===== src/rtl/cout_event_monitor.sv =====
// Counts overflow pulses from an upstream counter against an armed threshold,
// raising a held alarm when the threshold is reached and flagging any later pulses.
//
// state | meaning
// IDLE  | waiting for arm; outputs hold
// COUNT | armed, counting cout_in pulses toward thresh_q
// ALARM | threshold reached; irq high until ack, extra pulses set ovf
module cout_event_monitor #(
  parameter int EVT_W = 8
) (
  input  logic             clk,
  input  logic             rst,
  input  logic             cout_in,
  input  logic             arm,
  input  logic [EVT_W-1:0] thresh,
  input  logic             ack,
  output logic [EVT_W-1:0] evt_cnt,
  output logic             irq,
  output logic             busy,
  output logic             ovf
);

  typedef enum logic [1:0] {
    S_IDLE  = 2'd0,
    S_COUNT = 2'd1,
    S_ALARM = 2'd2
  } state_t;

  state_t           r_state;
  state_t           w_state_nxt;
  logic [EVT_W-1:0] r_thresh_q;
  logic [EVT_W-1:0] w_thresh_nxt;
  logic [EVT_W-1:0] r_evt_cnt;
  logic [EVT_W-1:0] w_cnt_nxt;
  logic [EVT_W-1:0] w_cnt_inc;
  logic             r_irq;
  logic             r_ovf;
  logic             w_ovf_nxt;
  logic             w_arm_ok;

  // In COUNT the count is always strictly below thresh_q, so the increment cannot wrap.
  assign w_cnt_inc = r_evt_cnt + {{(EVT_W-1){1'b0}}, 1'b1};
  assign w_arm_ok  = arm && (r_state != S_ALARM);

  always_comb begin
    w_state_nxt  = r_state;
    w_thresh_nxt = r_thresh_q;
    w_cnt_nxt    = r_evt_cnt;
    w_ovf_nxt    = r_ovf;
    case (r_state)
      S_IDLE, S_COUNT: begin
        if (w_arm_ok) begin
          w_thresh_nxt = thresh;
          w_cnt_nxt    = '0;
          w_ovf_nxt    = 1'b0;
          w_state_nxt  = (thresh == '0) ? S_ALARM : S_COUNT;
        end else if ((r_state == S_COUNT) && cout_in) begin
          w_cnt_nxt = w_cnt_inc;
          if (w_cnt_inc == r_thresh_q) begin
            w_state_nxt = S_ALARM;
          end
        end
      end
      S_ALARM: begin
        if (cout_in) begin
          w_ovf_nxt = 1'b1;
        end
        if (ack) begin
          w_state_nxt = S_IDLE;
        end
      end
      default: begin
        w_state_nxt = S_IDLE;
      end
    endcase
  end

  always_ff @(posedge clk) begin
    if (rst) begin
      r_state    <= S_IDLE;
      r_thresh_q <= '0;
      r_evt_cnt  <= '0;
      r_irq      <= 1'b0;
      r_ovf      <= 1'b0;
    end else begin
      r_state    <= w_state_nxt;
      r_thresh_q <= w_thresh_nxt;
      r_evt_cnt  <= w_cnt_nxt;
      r_irq      <= (w_state_nxt == S_ALARM);
      r_ovf      <= w_ovf_nxt;
    end
  end

  assign evt_cnt = r_evt_cnt;
  assign irq     = r_irq;
  assign busy    = (r_state != S_IDLE);
  assign ovf     = r_ovf;

endmodule


===== config.mk =====
export PLATFORM = sky130hd
export DESIGN_NAME = cout_event_monitor
export DESIGN_NICKNAME = d
export VERILOG_FILES = /design/src/rtl/cout_event_monitor.sv
export SDC_FILE = /design/constraint.sdc
export NUM_CORES = 1
export LEC_CHECK = 0
export BUFFER_PORTS_ARGS = -buffer_cell sky130_fd_sc_hd__buf_4
export CAP_MARGIN = 20
export CORE_MARGIN = 2
export CORE_UTILIZATION = 56
export CTS_BUF_LIST = sky130_fd_sc_hd__clkbuf_16
export DETAILED_ROUTE_END_ITERATION = 7
export HOLD_SLACK_MARGIN = 0.12
export MAX_ROUTING_LAYER = met4
export PLACE_DENSITY = 0.89
export SYNTH_ARGS = -nofsm -noshare
export SYNTH_HDL_FRONTEND = slang
export SYNTH_SLANG_ARGS = --single-unit

===== constraint.sdc =====
create_clock -name clk -period 2.4 [get_ports clk]
set_input_delay 0.12 -clock clk [delete_from_list [all_inputs] [get_ports clk]]
set_output_delay 0.12 -clock clk [all_outputs]
set_load 0.02 [all_outputs]

==> impl_metrics.csv, run 1 <==
group,metric,value,unit
status,outcome,"finished, final reports clean",
detailed_routing,via_per_inst,5.80,
timing,slew_viol_final,0,
floorplanning,core_area,1750,µm²
cts,cts_tree,"done",
floorplanning,rows,15,
synth,ys_ff_latch,20,
setup_path,path_cells,"ha_1, nand3_1, nor2_1, xnor2_1, nand4_1, o21ai_0",
global_route,track_usage,28.5,%
placed_design,place_inst,178,
timing,setup_violations,0,
detailed_routing,drcViolationCount,0,
pwr,combPwrFrac,10.2,%
setup_path,crit_start,"evt_cnt[0]",
cts,clock_tree.buffer_depth,2,
setup_path,r2r_end,"r_state[1]",
detailed_routing,drtIter0Drc,68,
synth,yosys.area.top_type,"dfxtp_1",
job,cap_violations,0,
detailed_routing,drt-total-wl,2610,µm
setup_path,crit_path_max_fanout,8,
cts,cts.sinks,20,
pwr,leakagePower,0.560,nW
setup_path,worstPathArrival,2010,ps
cells_and_area,fin_area,1310,µm²
placed_design,place_congestion,0.896,
placed_design,numPortBuffers,23,
floorplanning,io_pins,24,
synth,synth.cell_area,1040,µm²
detailed_routing,wl_per_cell,14.3,µm
cells_and_area,final_util,74.8,%
timing,hold-worst-slack,126,ps
synth,syn_area_per_cell,7.67,µm²
synth,synthCells,136,
detailed_routing,ant_nets,0,
cts,ctsRootBufferMaster,"clkbuf_16",
timing,clock.fmax,543,MHz
synth,synth_fp_nets,150,
timing,tightest_slew,338,ps
setup_path,worstReg2RegStart,"evt_cnt[0]",
global_route,grt_pass1_wl,4100,µm
cts,cts_made_buffers,3,
synth,synth_warnings,0,
hold_path,hp-class,"in2reg",
detailed_routing,vias,1062,
setup_path,path_class,"reg2reg",
synth,synth_cell_type_count,31,
detailed_routing,firstDrtPassIters,4,
timing,rsz0062_at_grt,"false",
pwr,p_sw,175,µW
setup_path,critPathMaxStageDelay,470,ps
setup_path,crit_end,"r_state[1]",
timing,tns,0,ps
floorplanning,die_y,47.2,µm
cells_and_area,final_nets,173,
cells_and_area,syn_to_final_growth,25.2,%
pwr,pwr_density_cell,594,nW/µm²
synth,synth-seq-area-share,38.4,%
timing,slew_headroom,77.4,%
cells_and_area,num_antenna_cells,0,
setup_path,worstSetupEndpointType,"register",
cells_and_area,final_layout_size_suffix_gt1_share,19.0,%
placed_design,dpl-instance-area,1220,µm²
pwr,p_seq_share,45.4,%
synth,synth_top_area_share,38.4,%
timing,fin_crit,1840,ps
floorplanning,die_w,47.2,µm
global_route,grt_pass1_vias,962,
cts,htree_levels,1,
global_route,grt_max_degree,20,
cts,clk_pin_slew_worst_paths,60,ps
floorplanning,die_area,2220,µm²
setup_path,worst_setup_path_start_kind,"register",
pwr,clock_power_share,44.3,%
timing,timing.final.hold_violations,0,
timing,fin_crit_sh,76.8,%
global_route,grt-ovfl-total,0,
pwr,peakVddDrop,0.000554,V
setup_path,required,2560,ps
timing,finClkSkew,4.61,ps
global_route,grt_antenna_before_repair,0,
setup_path,cp_slowest_cell,"dfxtp_1",
pwr,netSwitchingFraction,22.6,%
setup_path,worstRegToRegCells,6,
placed_design,hpwl,1820,µm
cells_and_area,instances_no_fill,183,
pwr,p_int,601,µW
cts,clkLatencyLatePin,250,ps
synth,yosys-top-cells-area,"dfxtp_1, a21oi_1, nand2_1",
setup_path,ff2ff_setup_slack,560,ps
floorplanning,start_util,59.8,%
## placed cells by master, fill, tap and decap left out, drive strengths merged
cell type,n
xnor2,5
nor2,16
nor4b,1
inv,1
dlygate4sd3,1
nor3b,1
xor2,6
or3b,1
nand3,5
a31oi,1
and2b,3
o21a,1
o211a,1
or3,3
nor3,3
or2,2
o21ai,11
nand2b,2
ha,1
a21oi,17
and3,2
clkinv,1
or4,1
buf,23
clkbuf,3
o221ai,1
a32oi,1
nor2b,1
dfxtp,20
nand2,20
nand4,3
## through the flow
step	setup WS (ps)	total power [mW]
floorplan	703	0.405
global placement	762	0.433
detailed placement	667	0.436
CTS	600	0.782
global route	463	0.800
finish	557	0.776
## cells in the mapped netlist
| cell type | n |
|---|---|
| nand3_2 | 1 |
| nand3_1 | 4 |
| or3_1 | 3 |
| and3_1 | 2 |
| nand2b_1 | 2 |
| o211a_1 | 1 |
| or3b_1 | 1 |
| nor4b_1 | 1 |
| buf_6 | 1 |
| or2_2 | 2 |
| a21oi_1 | 17 |
| inv_1 | 1 |
| nor2_1 | 15 |
| nor3_1 | 3 |
| ha_1 | 1 |
| xor2_1 | 6 |
| o21a_1 | 1 |
| nor3b_1 | 1 |
| a32oi_1 | 1 |
| dfxtp_1 | 20 |
| nor2b_1 | 1 |
| or4_1 | 1 |
| nand4_1 | 3 |
| a31oi_1 | 1 |
| nand2_1 | 20 |
| and2b_1 | 3 |
| o221ai_1 | 1 |
| xnor2_1 | 5 |
| o21ai_0 | 11 |
| clkbuf_1 | 5 |
| nor2_2 | 1 |
## state kept, by name, summed over array words and instances (netlist names)
signal	cells
r_state	2
evt_cnt	8
r_thresh_q	8
irq	1
ovf	1
## worst min path at each step
stage          startpoint  slack [ps]  cells past startpoint             to
5_1_grt         thresh[0]         130                      3  r_thresh_q[0]
4_1_cts         thresh[3]         120                      3  r_thresh_q[3]
6_report        thresh[3]         130                      3  r_thresh_q[3]
3_5_place_dp    thresh[7]         390                      3  r_thresh_q[7]
3_3_place_gp    thresh[0]         380                      3  r_thresh_q[0]
2_1_floorplan   thresh[3]         260                      2  r_thresh_q[3]
## critical path: cells and delay by family, from the launching register on
family | cells | cell delay [ps]
fa+ha+maj | 1 | 310
flops | 1 | 470
xor+xnor | 1 | 180
compound gates | 1 | 240
simple gates | 3 | 550
## cell type report
type | count | area [µm²]
Multi-Input combinational cell | 109 | 609
Clock buffer | 3 | 75.1
Timing Repair Buffer | 24 | 183
Tap cell | 25 | 31.3
Clock inverter | 1 | 3.75
Inverter | 1 | 3.75
Fill cell | 140 | 439
Sequential cell | 20 | 400
## routing by layer
metal	vias to the layer above	share of wire, %	wire length, µm	global-route usage (%)
met4	0	3.2	83	16.7
met1	488	38	996	30.6
met5	-	0	0	-
li1	516	-	-	-
met3	8	7.0	183	8.08
met2	50	52	1350	46.3
## power by group through the flow
stage | Clock (mW) | Sequential [mW] | Combinational, mW
2_1_floorplan | 0 | 0.357 | 0.0478
3_3_place_gp | 0 | 0.358 | 0.0744
3_5_place_dp | 0 | 0.359 | 0.0768
4_1_cts | 0.351 | 0.352 | 0.0790
5_1_grt | 0.359 | 0.353 | 0.0877
6_report | 0.344 | 0.353 | 0.0792
## timing repair
item	CTS	global route
hold endpoints to repair	1	0
resized for setup	0	0
hold buffers	1	0
buffers inserted	0	0
## logic make-up after synthesis
family,synth area share [%]
simple gates,30.6
buf+inv,3.24
flops,38.4
compound gates,17.4
fa+ha+maj,1.20
xor+xnor,9.23
No activity file was read; power rests on OpenSTA's default activity.
==> run 2, diff against run 1 <==
--- a/config.mk
+++ b/config.mk
@@ -8,12 +8,12 @@
 export BUFFER_PORTS_ARGS = -buffer_cell sky130_fd_sc_hd__buf_4
 export CAP_MARGIN = 20
 export CORE_MARGIN = 2
-export CORE_UTILIZATION = 56
+export CORE_UTILIZATION = 52
 export CTS_BUF_LIST = sky130_fd_sc_hd__clkbuf_16
 export DETAILED_ROUTE_END_ITERATION = 7
 export HOLD_SLACK_MARGIN = 0.12
 export MAX_ROUTING_LAYER = met4
-export PLACE_DENSITY = 0.89
+export PLACE_DENSITY = 0.84
 export SYNTH_ARGS = -nofsm -noshare
 export SYNTH_HDL_FRONTEND = slang
 export SYNTH_SLANG_ARGS = --single-unit
==> constraint.sdc (replaced) <==
create_clock -name clk -period 1.9 [get_ports clk]
set_input_delay 0.095 -clock clk [delete_from_list [all_inputs] [get_ports clk]]
set_output_delay 0.095 -clock clk [all_outputs]
set_load 0.02 [all_outputs]
==> impl_metrics.csv, run 2 (synthesis results as in run 1) <==
group,metric,value,unit
setup_path,worst_setup_path_start_kind,"register",
setup_path,crit_path_max_fanout,6,
hold_path,holdPathEnd,"ovf",
global_route,grt_pass1_vias,1023,
floorplanning,core_area,1920,µm²
setup_path,path_class,"reg2reg",
cells_and_area,instances_no_fill,192,
setup_path,required,2050,ps
global_route,grt_pass1_wl,4640,µm
cells_and_area,multi_input_area,614,µm²
cts,htree_levels,1,
pwr,peakVddDrop,0.000638,V
timing,slew_headroom,81.1,%
status,outcome,"finished, final reports clean",
job,cap_violations,0,
setup_path,worstReg2RegStart,"evt_cnt[1]",
pwr,p_seq_share,45.0,%
global_route,grt_max_degree,20,
floorplanning,start_util,54.3,%
cells_and_area,final_cell_mix,"buf_4, nand2_1, dfxtp_1, a21oi_1, nor2_1",
cells_and_area,layout_commonest_cell,"buf_4",
cts,clkLatencyLatePin,250,ps
timing,tns,0,ps
cts,cts_tree,"done",
detailed_routing,vias,1068,
cells_and_area,syn_to_final_growth,33.0,%
timing,hold-worst-slack,153,ps
detailed_routing,drcViolationCount,0,
hold_path,hp-class,"in2reg",
timing,clock.fmax,588,MHz
cells_and_area,final_layout_size_suffix_gt1_share,20.0,%
pwr,combPwrFrac,11.6,%
hold_path,hold_start,"cout_in",
floorplanning,die_w,48.8,µm
cts,cts_made_buffers,3,
global_route,grt_antenna_before_repair,0,
cts,clk_pin_slew_worst_paths,50,ps
pwr,pwr_density_cell,710,nW/µm²
cells_and_area,fin_area,1390,µm²
placed_design,hpwl,1760,µm
pwr,clock_power_share,43.4,%
placed_design,numPortBuffers,23,
cts,clock_tree.buffer_depth,2,
pwr,leakagePower,0.590,nW
hold_path,hold_depth,3,
detailed_routing,via_per_inst,5.56,
pwr,netSwitchingFraction,22.2,%
detailed_routing,firstDrtPassIters,4,
timing,fin_crit_sh,89.4,%
timing,fin_crit,1700,ps
cts,cts.sinks,20,
timing,slew_viol_final,0,
floorplanning,io_pins,24,
cells_and_area,final_nets,181,
cells_and_area,num_antenna_cells,0,
timing,tightest_slew,279,ps
floorplanning,die_area,2380,µm²
timing,setup_ws,201,ps
pwr,p_sw,219,µW
cts,ctsRootBufferMaster,"clkbuf_16",
detailed_routing,drt-total-wl,2640,µm
timing,finClkSkew,2.27,ps
global_route,track_usage,26.0,%
detailed_routing,ant_nets,0,
setup_path,r2r_end,"r_state[0]",
placed_design,place_inst,181,
timing,setup_violations,0,
cts,cts_setup_buffers,0,
floorplanning,rows,16,
placed_design,place_ws,228,ps
timing,rsz0062_at_grt,"false",
setup_path,ff2ff_setup_slack,200,ps
pwr,p_int,766,µW
setup_path,worstSetupEndpointType,"register",
setup_path,worstPathArrival,1850,ps
placed_design,dpl-instance-area,1230,µm²
placed_design,place_congestion,0.874,
cells_and_area,n_fill_cell,161,
floorplanning,die_y,48.8,µm
detailed_routing,drtIter0Drc,17,
timing,timing.final.hold_violations,0,
detailed_routing,wl_per_cell,13.8,µm
cells_and_area,seq_area,400,µm²
setup_path,worstRegToRegCells,6,
global_route,grt-ovfl-total,0,
run 2: cell types whose count changed in the layout (fill, tap and decap cells not counted), sizes merged:
cell,previous run,this run
buf,23,24
clkinv,1,0
dlygate4sd3,1,8
run 2: per-layer routing:
| metal | up-vias | wire [µm] | track usage (%) |
|---|---|---|---|
| met2 | 31 | 1400 | 45.2 |
| met5 | - | 0 | - |
| met4 | 0 | 41 | 10.5 |
| met3 | 5 | 106 | 4.29 |
| met1 | 500 | 1090 | 29.9 |
| li1 | 532 | - | - |
run 2: layout make-up:
| cell class | instances | area share [%] |
|---|---|---|
| multi-input combinational | 109 | 44.3 |
| inverter | 1 | 0.271 |
| clock buffer | 3 | 5.41 |
| tap | 27 | 2.43 |
| sequential | 20 | 28.9 |
| timing repair buffer | 32 | 18.8 |
run 2: how the worst max path moves through the flow:
stage | start | end | slack [ps] | cells past startpoint
after detailed placement | evt_cnt[1] | r_state[0] | 230 | 6
after CTS | evt_cnt[1] | r_state[0] | 170 | 6
after global routing | evt_cnt[1] | irq | 10 | 6
after floorplan | evt_cnt[0] | r_state[0] | 200 | 6
final | evt_cnt[1] | r_state[0] | 200 | 6
after global placement | evt_cnt[1] | r_state[0] | 330 | 6
run 2: power by group through the flow:
stage | combinational [mW] | clock [mW] | sequential, mW
2_1_floorplan | 0.0603 | 0 | 0.451
3_3_place_gp | 0.0958 | 0 | 0.452
3_5_place_dp | 0.0973 | 0 | 0.452
4_1_cts | 0.113 | 0.432 | 0.443
5_1_grt | 0.127 | 0.459 | 0.445
6_report | 0.114 | 0.428 | 0.444
run 2: worst max-delay path, cell delays in order (launching register included):
cell and delay [ps]:
dfxtp_1 410, ha_2 270, nand3_1 200, nor2_2 210
xnor2_1 160, nand3_1 110, o211a_1 230
run 2: through the flow:
step / util (%) / power (mW)
2_1_floorplan: - / 0.512
3_3_place_gp: 63.9 / 0.547
3_5_place_dp: 63.9 / 0.550
4_1_cts: 71.9 / 0.988
5_1_grt: 72.2 / 1.03
6_report: 72.2 / 0.985
run 2: what timing repair did:
action | CTS | global route
hold endpoints to repair | 8 | 0
endpoints found under the setup margin | 0 | 2
gates resized for setup | 0 | 2
hold buffers | 8 | 0
